===== src/rtl/eth_tx_arbiter.sv =====
// eth_tx_arbiter: merges two AXI-Stream frame sources onto one TX stream, whole frames at a time,
// with round-robin or fixed-priority selection and an optional inter-frame gap.
module eth_tx_arbiter #(
  parameter int PRIORITY_MODE = 0,
  parameter int IFG_CYCLES = 0
) (
  input  logic        clk,
  input  logic        rst,
  input  logic        enable,
  input  logic [7:0]  s_axis_a_tdata,
  input  logic        s_axis_a_tkeep,
  input  logic        s_axis_a_tlast,
  input  logic        s_axis_a_tvalid,
  output logic        s_axis_a_tready,
  input  logic [7:0]  s_axis_b_tdata,
  input  logic        s_axis_b_tkeep,
  input  logic        s_axis_b_tlast,
  input  logic        s_axis_b_tvalid,
  output logic        s_axis_b_tready,
  output logic [7:0]  m_axis_tdata,
  output logic        m_axis_tkeep,
  output logic        m_axis_tlast,
  output logic        m_axis_tvalid,
  input  logic        m_axis_tready,
  output logic [1:0]  grant,
  output logic [31:0] frames_a,
  output logic [31:0] frames_b
);
  localparam logic [1:0] IDLE = 2'd0, SEND = 2'd1, GAP = 2'd2;
  logic [1:0] state;
  logic       last_b;
  logic [7:0] gap_cnt;
  logic       send, sel_a, pick_a, frame_done;
  always_comb begin
    send = state == SEND;
    sel_a = grant[0];
    // last_b set means B owned the previous grant, so A takes a tie
    pick_a = PRIORITY_MODE != 0 ? s_axis_a_tvalid : s_axis_a_tvalid & (~s_axis_b_tvalid | last_b);
    m_axis_tvalid = send & (sel_a ? s_axis_a_tvalid : s_axis_b_tvalid);
    m_axis_tdata = send ? (sel_a ? s_axis_a_tdata : s_axis_b_tdata) : 8'd0;
    m_axis_tkeep = send & (sel_a ? s_axis_a_tkeep : s_axis_b_tkeep);
    m_axis_tlast = send & (sel_a ? s_axis_a_tlast : s_axis_b_tlast);
    s_axis_a_tready = send & grant[0] & m_axis_tready;
    s_axis_b_tready = send & grant[1] & m_axis_tready;
    frame_done = m_axis_tvalid & m_axis_tready & m_axis_tlast;
  end
  always_ff @(posedge clk or posedge rst) begin
    if (rst) begin
      state <= IDLE;
      grant <= 2'b00;
      last_b <= 1'b1;
      gap_cnt <= 8'd0;
      frames_a <= 32'd0;
      frames_b <= 32'd0;
    end else if (state == IDLE) begin
      if (enable & (s_axis_a_tvalid | s_axis_b_tvalid)) begin
        state <= SEND;
        grant <= pick_a ? 2'b01 : 2'b10;
        last_b <= ~pick_a;
      end
    end else if (send) begin
      if (frame_done) begin
        if (sel_a) frames_a <= frames_a + 32'd1;
        else frames_b <= frames_b + 32'd1;
        grant <= 2'b00;
        gap_cnt <= 8'd0;
        state <= IFG_CYCLES > 0 ? GAP : IDLE;
      end
    end else begin
      state <= gap_cnt == 8'(IFG_CYCLES - 1) ? IDLE : GAP;
      gap_cnt <= gap_cnt + 8'd1;
    end
  end
endmodule

===== config.mk =====
export PLATFORM = sky130hd
export DESIGN_NAME = eth_tx_arbiter
export DESIGN_NICKNAME = d
export VERILOG_FILES = /design/src/rtl/eth_tx_arbiter.sv
export SDC_FILE = /design/constraint.sdc
export NUM_CORES = 1
export LEC_CHECK = 0
export CORE_MARGIN = 8
export CORE_UTILIZATION = 45
export CTS_CLUSTER_DIAMETER = 100
export CTS_CLUSTER_SIZE = 20
export DETAILED_ROUTE_END_ITERATION = 16
export HOLD_SLACK_MARGIN = 0.03
export MAX_ROUTING_LAYER = met4
export PLACE_DENSITY_LB_ADDON = 0.15
export SYNTH_ARGS = -nofsm -noshare
export SYNTH_HDL_FRONTEND = slang
export SYNTH_SLANG_ARGS = --single-unit

===== constraint.sdc =====
create_clock -name clk -period 7.8 [get_ports clk]
set_clock_uncertainty 0.2 [all_clocks]
set_input_delay 1.95 -clock clk [delete_from_list [all_inputs] [get_ports clk]]
set_output_delay 1.95 -clock clk [all_outputs]
set_load 0.02 [all_outputs]

[After elaboration in Yosys (flattened, before gate mapping)]
Index checks and enable logic that the tools add are counted.
Storage, ports and cells
  bits in registers: 77
  output and inout port bits: 79
  word-level logic and storage cells: 56
  bits of input ports: 26
Operators by class
  add/sub/neg operators: 3
  mux-type cells: 16
  bitwise operators: 17
  reductions and logical operators: 9
  eq/ne operators: 5
Operator list (number)
  32-bit by 1-bit adder with 32-bit output, second input constant: 2
  8-bit two-way mux: 4
  2-bit two-way mux: 9
  1-bit bitwise AND: 11
  8-bit by 1-bit adder with 8-bit output, second input constant: 1
  8-bit == test, second input constant: 1
  4-bit AND reduction: 2
  2-bit AND reduction: 3
  2-bit by 1-bit != test with 1-bit output, second input constant: 2
  1-bit inverter: 4
  2-bit nonzero test: 2
  1-bit two-way mux: 3
  3-bit by 1-bit != test with 1-bit output, second input constant: 1
  3-bit AND reduction: 1
  2-bit by 1-bit == test with 1-bit output, second input constant: 1
  2-bit zero test: 1
  1-bit bitwise OR: 2

[Logic depth before layout (Yosys ltp)]
  word-level depth: 7
  depth in mapped cells: 6
  mapped depth without buffers: 6

[Worst setup path before layout]
Ideal clock, no wire load.
  path kind: input port to output port
  start: input port m_axis_tready
  end: output port s_axis_b_tready
  setup slack: 3.261 ns
  path buffers: 0
  required time: 5.650 ns
  cell stages on the path: 2
  data arrival time: 2.389 ns
  cells stage by stage: and3b_1 and2_1
Between the ends
  cells in the longest elaborated chain, start to end: 1
RTL lines
  start, declared: RTL line 24  | input logic m_axis_tready,
  1-bit bitwise AND: RTL line 44  | s_axis_b_tready = send & grant[1] & m_axis_tready;
  end, declared: RTL line 19  | output logic s_axis_b_tready,
No other way between the ends.

[Worst setup path in the final report]
Same ends and word-level chain as after synthesis.

==> results.md <==
- Dominant cell type by count on the critical path: sky130_fd_sc_hd__clkdlybuf4s50_1
- Synthesized net count: about 370
- Routed wirelength normalized by instance count: approximately 15 um
- # rows: 33
- Syn Area/Cell: about 11 um2
- Area growth from synthesis to final layout: 37.94%
- Setup repair after global routing missed its margin: false
- Number of CTS-inserted buffers: 9
- Clock tree from TritonCTS: done
- Flip-flop cell with the highest count after synthesis: sky130_fd_sc_hd__dfrtp_1
- Busiest layer in global routing: met2
- Worst-margin pin slew: between 0.9 and 1 ns
- Time the final worst path needs with I/O delays and setup: between 5 and 6 ns
- Number of max-capacitance violations reported: 0
- Clock share of power: 0.309
- Category of the most critical setup path: input port to output pin
- Number of library cell types mapped by synthesis: 39
- Cell type group with the largest total delay on the critical path: buffers and inverters
- Antenna diode count: 0
- Critical path launch point: m_axis_tready
- Fraction of layout instances using a drive strength above 1: 0.06074
- Initial antenna violation count: 0
- Slowest cell on crit path: sky130_fd_sc_hd__clkdlybuf4s50_1
- Final-stage net count: between 400 and 500
- Setup TNS: 0 ns
- Kind of start point of the critical path: input port
- Count of flip-flops with a built-in enable after synthesis: 0
- Result of the run: complete, no violations
- Relative contribution of combinational cells to total power: 0.248
- Largest net degree at the start of global routing: 78
- Sinks on Clock Net: 77
- Maximum clock path buffer count: 2
- Initial standard-cell utilization of the core: 0.4550
- Clock-pin slew reported for the worst setup and hold paths after clock tree synthesis: 0.07 ns
- Hold Crit Start: last_b
- Required time of the worst setup path: 5.65 ns
- Die Span X: ~110 um
- Global Route met2 Usage: 0.2256
- Number of resized instances in the post-cts repair step: 0
- IR Drop Worst-Case VDD: 0.1588 mV
- Vias: 2,877
- Floorplan die height: about 110 um
- Switch share: 0.3021
- Routability Congestion: ~0.84
- Post-synth top area share: 0.5191
- Number of setup violations in the final report: 0
- Hold violation count in the final report: 0
- Remaining Overflow, GRT: 0
- Area of the core: roughly 8100 um2
- Leakage power: around 2.2 nW
- Vias/cell: 5.083
- HPWL after detailed placement: around 6500 um
- Cell at the root of the clock tree: sky130_fd_sc_hd__clkbuf_8
- Gate Count Post-Synth: around 350
- Type of destination of the critical path: output pin
- Top-Level Pins: around 110
- H-Tree Level Count: 3
- CP Max Fanout: 5
- Post-synthesis cell type with the largest combined area: sky130_fd_sc_hd__dfrtp_1
- Final Util: 0.6277
- Post-Route WL: roughly 8500 um
- Int Power: 751.5 uW
- Met1 layer usage reported by global route: 0.2158
- Drt drc: 0
- Vias in the first global route: between 2,000 and 3,000
- Clk_lat worst skew: between 0.3 and 0.4 ns
- Beginning of the worst register-to-register path: grant[0]
- Area enclosed by the die boundary: about 11,000 um2
- Cell Area, Synth: between 3000 and 4000 um2
- Hold_buf cts: 0
- Fraction of registers with async set or reset after synthesis: 1.000
- Switching power of the nets: between 300 and 400 uW
- Delay of the slowest critical-path stage: slightly above 0.6 ns
- Worst slew slack as a fraction of its limit: 0.3446
- Yosys synthesis warning count: 0
- Power share of the sequential group: 0.443
- Count of state elements after synthesis: between 70 and 80
- CP arrival: roughly 3.5 ns
- Number of fill cells in the layout: just under 700
- Leading cell types by total area after synthesis: sky130_fd_sc_hd__dfrtp_1 52%, sky130_fd_sc_hd__xnor2_1 12%, sky130_fd_sc_hd__nand2_1 4.0%
- Fin crit share: 0.7194
- Final number of max-transition violations: 0
- Wire length of the first global-routing pass: about 14,000 um
- Number of routed nets with antenna violations: 0
- Buffering stage count on the worst path with inverters included: 2
- Total power density per cell area: around 210 nW/um2
- Total iterations of the first detailed-routing run: 4
- Initial DRC count: around 120
- Met3 capacity usage during global routing: 0.04840
- Number of setup buffers added after CTS: 0
- Sequential-to-total area share from yosys stat: 0.5263
- Max Freq: roughly 0.18 GHz
- Crit path cell chain: clkdlybuf4s50_1 -> and3b_1 -> and2_1 -> clkdlybuf4s50_1
- Port Buffer Count: roughly 100
- Worst min-delay path category: flop to flop
- Global-route usage over all layers: 0.1596
==> kinds of logic after synthesis <==
logic type,after synthesis,share of synthesized area
multiplexers,14,0.03928
XOR/XNOR,65,0.1554
AND/OR/NAND/NOR,156,0.2281
buffers and inverters,15,0.01571
AO/OA/AOI/OAI,15,0.02494
adder cells (fa/ha/maj),3,0.01025
flip-flops,77,0.5263
==> power by group through the flow <==
stage                     clock (mW)  sequential [mW]  combinational (mW)
final                          0.333            0.476               0.268
after global routing           0.359            0.483               0.292
after CTS                      0.341            0.477               0.273
after detailed placement           0            0.484               0.271
after global placement             0            0.484               0.268
after floorplan                    0            0.486               0.138
==> cell usage in the layout (no fill, tap or decap), types with 3 or more instances in the layout <==
cell / n
sky130_fd_sc_hd__dfrtp_1: 76
sky130_fd_sc_hd__inv_1: 7
sky130_fd_sc_hd__clkbuf_8: 10
sky130_fd_sc_hd__xnor2_1: 52
sky130_fd_sc_hd__ha_1: 3
sky130_fd_sc_hd__nand3_1: 19
sky130_fd_sc_hd__nand2b_1: 4
sky130_fd_sc_hd__and3_1: 12
sky130_fd_sc_hd__xor2_1: 13
sky130_fd_sc_hd__o21ai_0: 6
sky130_fd_sc_hd__nand4_1: 22
sky130_fd_sc_hd__nand2_1: 39
sky130_fd_sc_hd__nor3_1: 5
sky130_fd_sc_hd__and2_1: 4
sky130_fd_sc_hd__nor2_1: 28
sky130_fd_sc_hd__mux2i_1: 11
sky130_fd_sc_hd__mux2_2: 3
sky130_fd_sc_hd__buf_4: 3
sky130_fd_sc_hd__clkdlybuf4s50_1: 104
sky130_fd_sc_hd__and4_1: 9
==> stage by stage <==
| step | instance area (um2) | worst slack [ns] | total power [mW] | hold slack (ns) | cells |
|---|---|---|---|---|---|
| after global routing | 5054 | 2.104 | 1.134 | 0.2858 | 566 |
| after global placement | 4831 | 2.216 | 0.7521 | 0.2507 | 550 |
| after floorplan | 3664 | 3.261 | 0.6239 | 0.2356 | 345 |
| after CTS | 5054 | 2.182 | 1.091 | 0.2640 | 566 |
| after detailed placement | 4831 | 2.188 | 0.7548 | 0.2549 | 550 |
| final | 5054 | 2.189 | 1.077 | 0.2664 | 566 |
==> worst register-to-register path, cell delays in order, from the launching register on <==
cell and delay (ns):
sky130_fd_sc_hd__dfrtp_1 0.88, sky130_fd_sc_hd__nand3_1 0.30, sky130_fd_sc_hd__nor4_2 0.80, sky130_fd_sc_hd__nand4_1 0.23, sky130_fd_sc_hd__xnor2_1 0.17
==> layout make-up <==
cell class / instances / area, um2 / area share
inverters: 8 / 30.03 / 0.005942
multi-input cells: 253 / 1678 / 0.3320
clock inverters: 5 / 81.33 / 0.01609
well taps: 105 / 131.4 / 0.02600
repair buffers: 107 / 1064 / 0.2104
clock buffers: 11 / 141.4 / 0.02798
flip-flops and latches: 77 / 1928 / 0.3815
==> path summary, 6_finish.rpt <==
path	to	slack, ns	cells past startpoint
max	s_axis_b_tready	2.19	4
min	last_b	0.27	2
max reg2reg	frames_a[31]	5.10	4
min reg2reg	last_b	0.27	2
max in group asynchronous	gap_cnt[4]	4.74	3
min in group asynchronous	frames_a[26]	2.05	3
==> flip-flops by register name (all words and copies together) (netlist names) <==
register and count:
frames_b 32, state 2, gap_cnt 8, last_b 1, frames_a 32, grant 2
==> cell usage after synthesis, drive strengths merged, types with 2 or more instances <==
cell type / count
a21oi: 2
and2: 4
and3: 12
and3b: 2
and4: 9
buf: 2
clkbuf: 5
dfrtp: 76
ha: 3
inv: 8
mux2: 3
mux2i: 11
nand2: 39
nand2b: 4
nand3: 19
nand4: 23
nor2: 28
nor3: 5
nor4: 3
o21ai: 6
o22ai: 2
or3: 3
xnor2: 52
xor2: 13
==> routing by layer <==
layer | wire length, um | share of wire
met1 | 4179 | 0.49
met5 | 0 | 0
met3 | 536 | 0.063
met4 | 58 | 0.0068
met2 | 3746 | 0.44
Note: power is estimated with default switching activity, not from simulation.
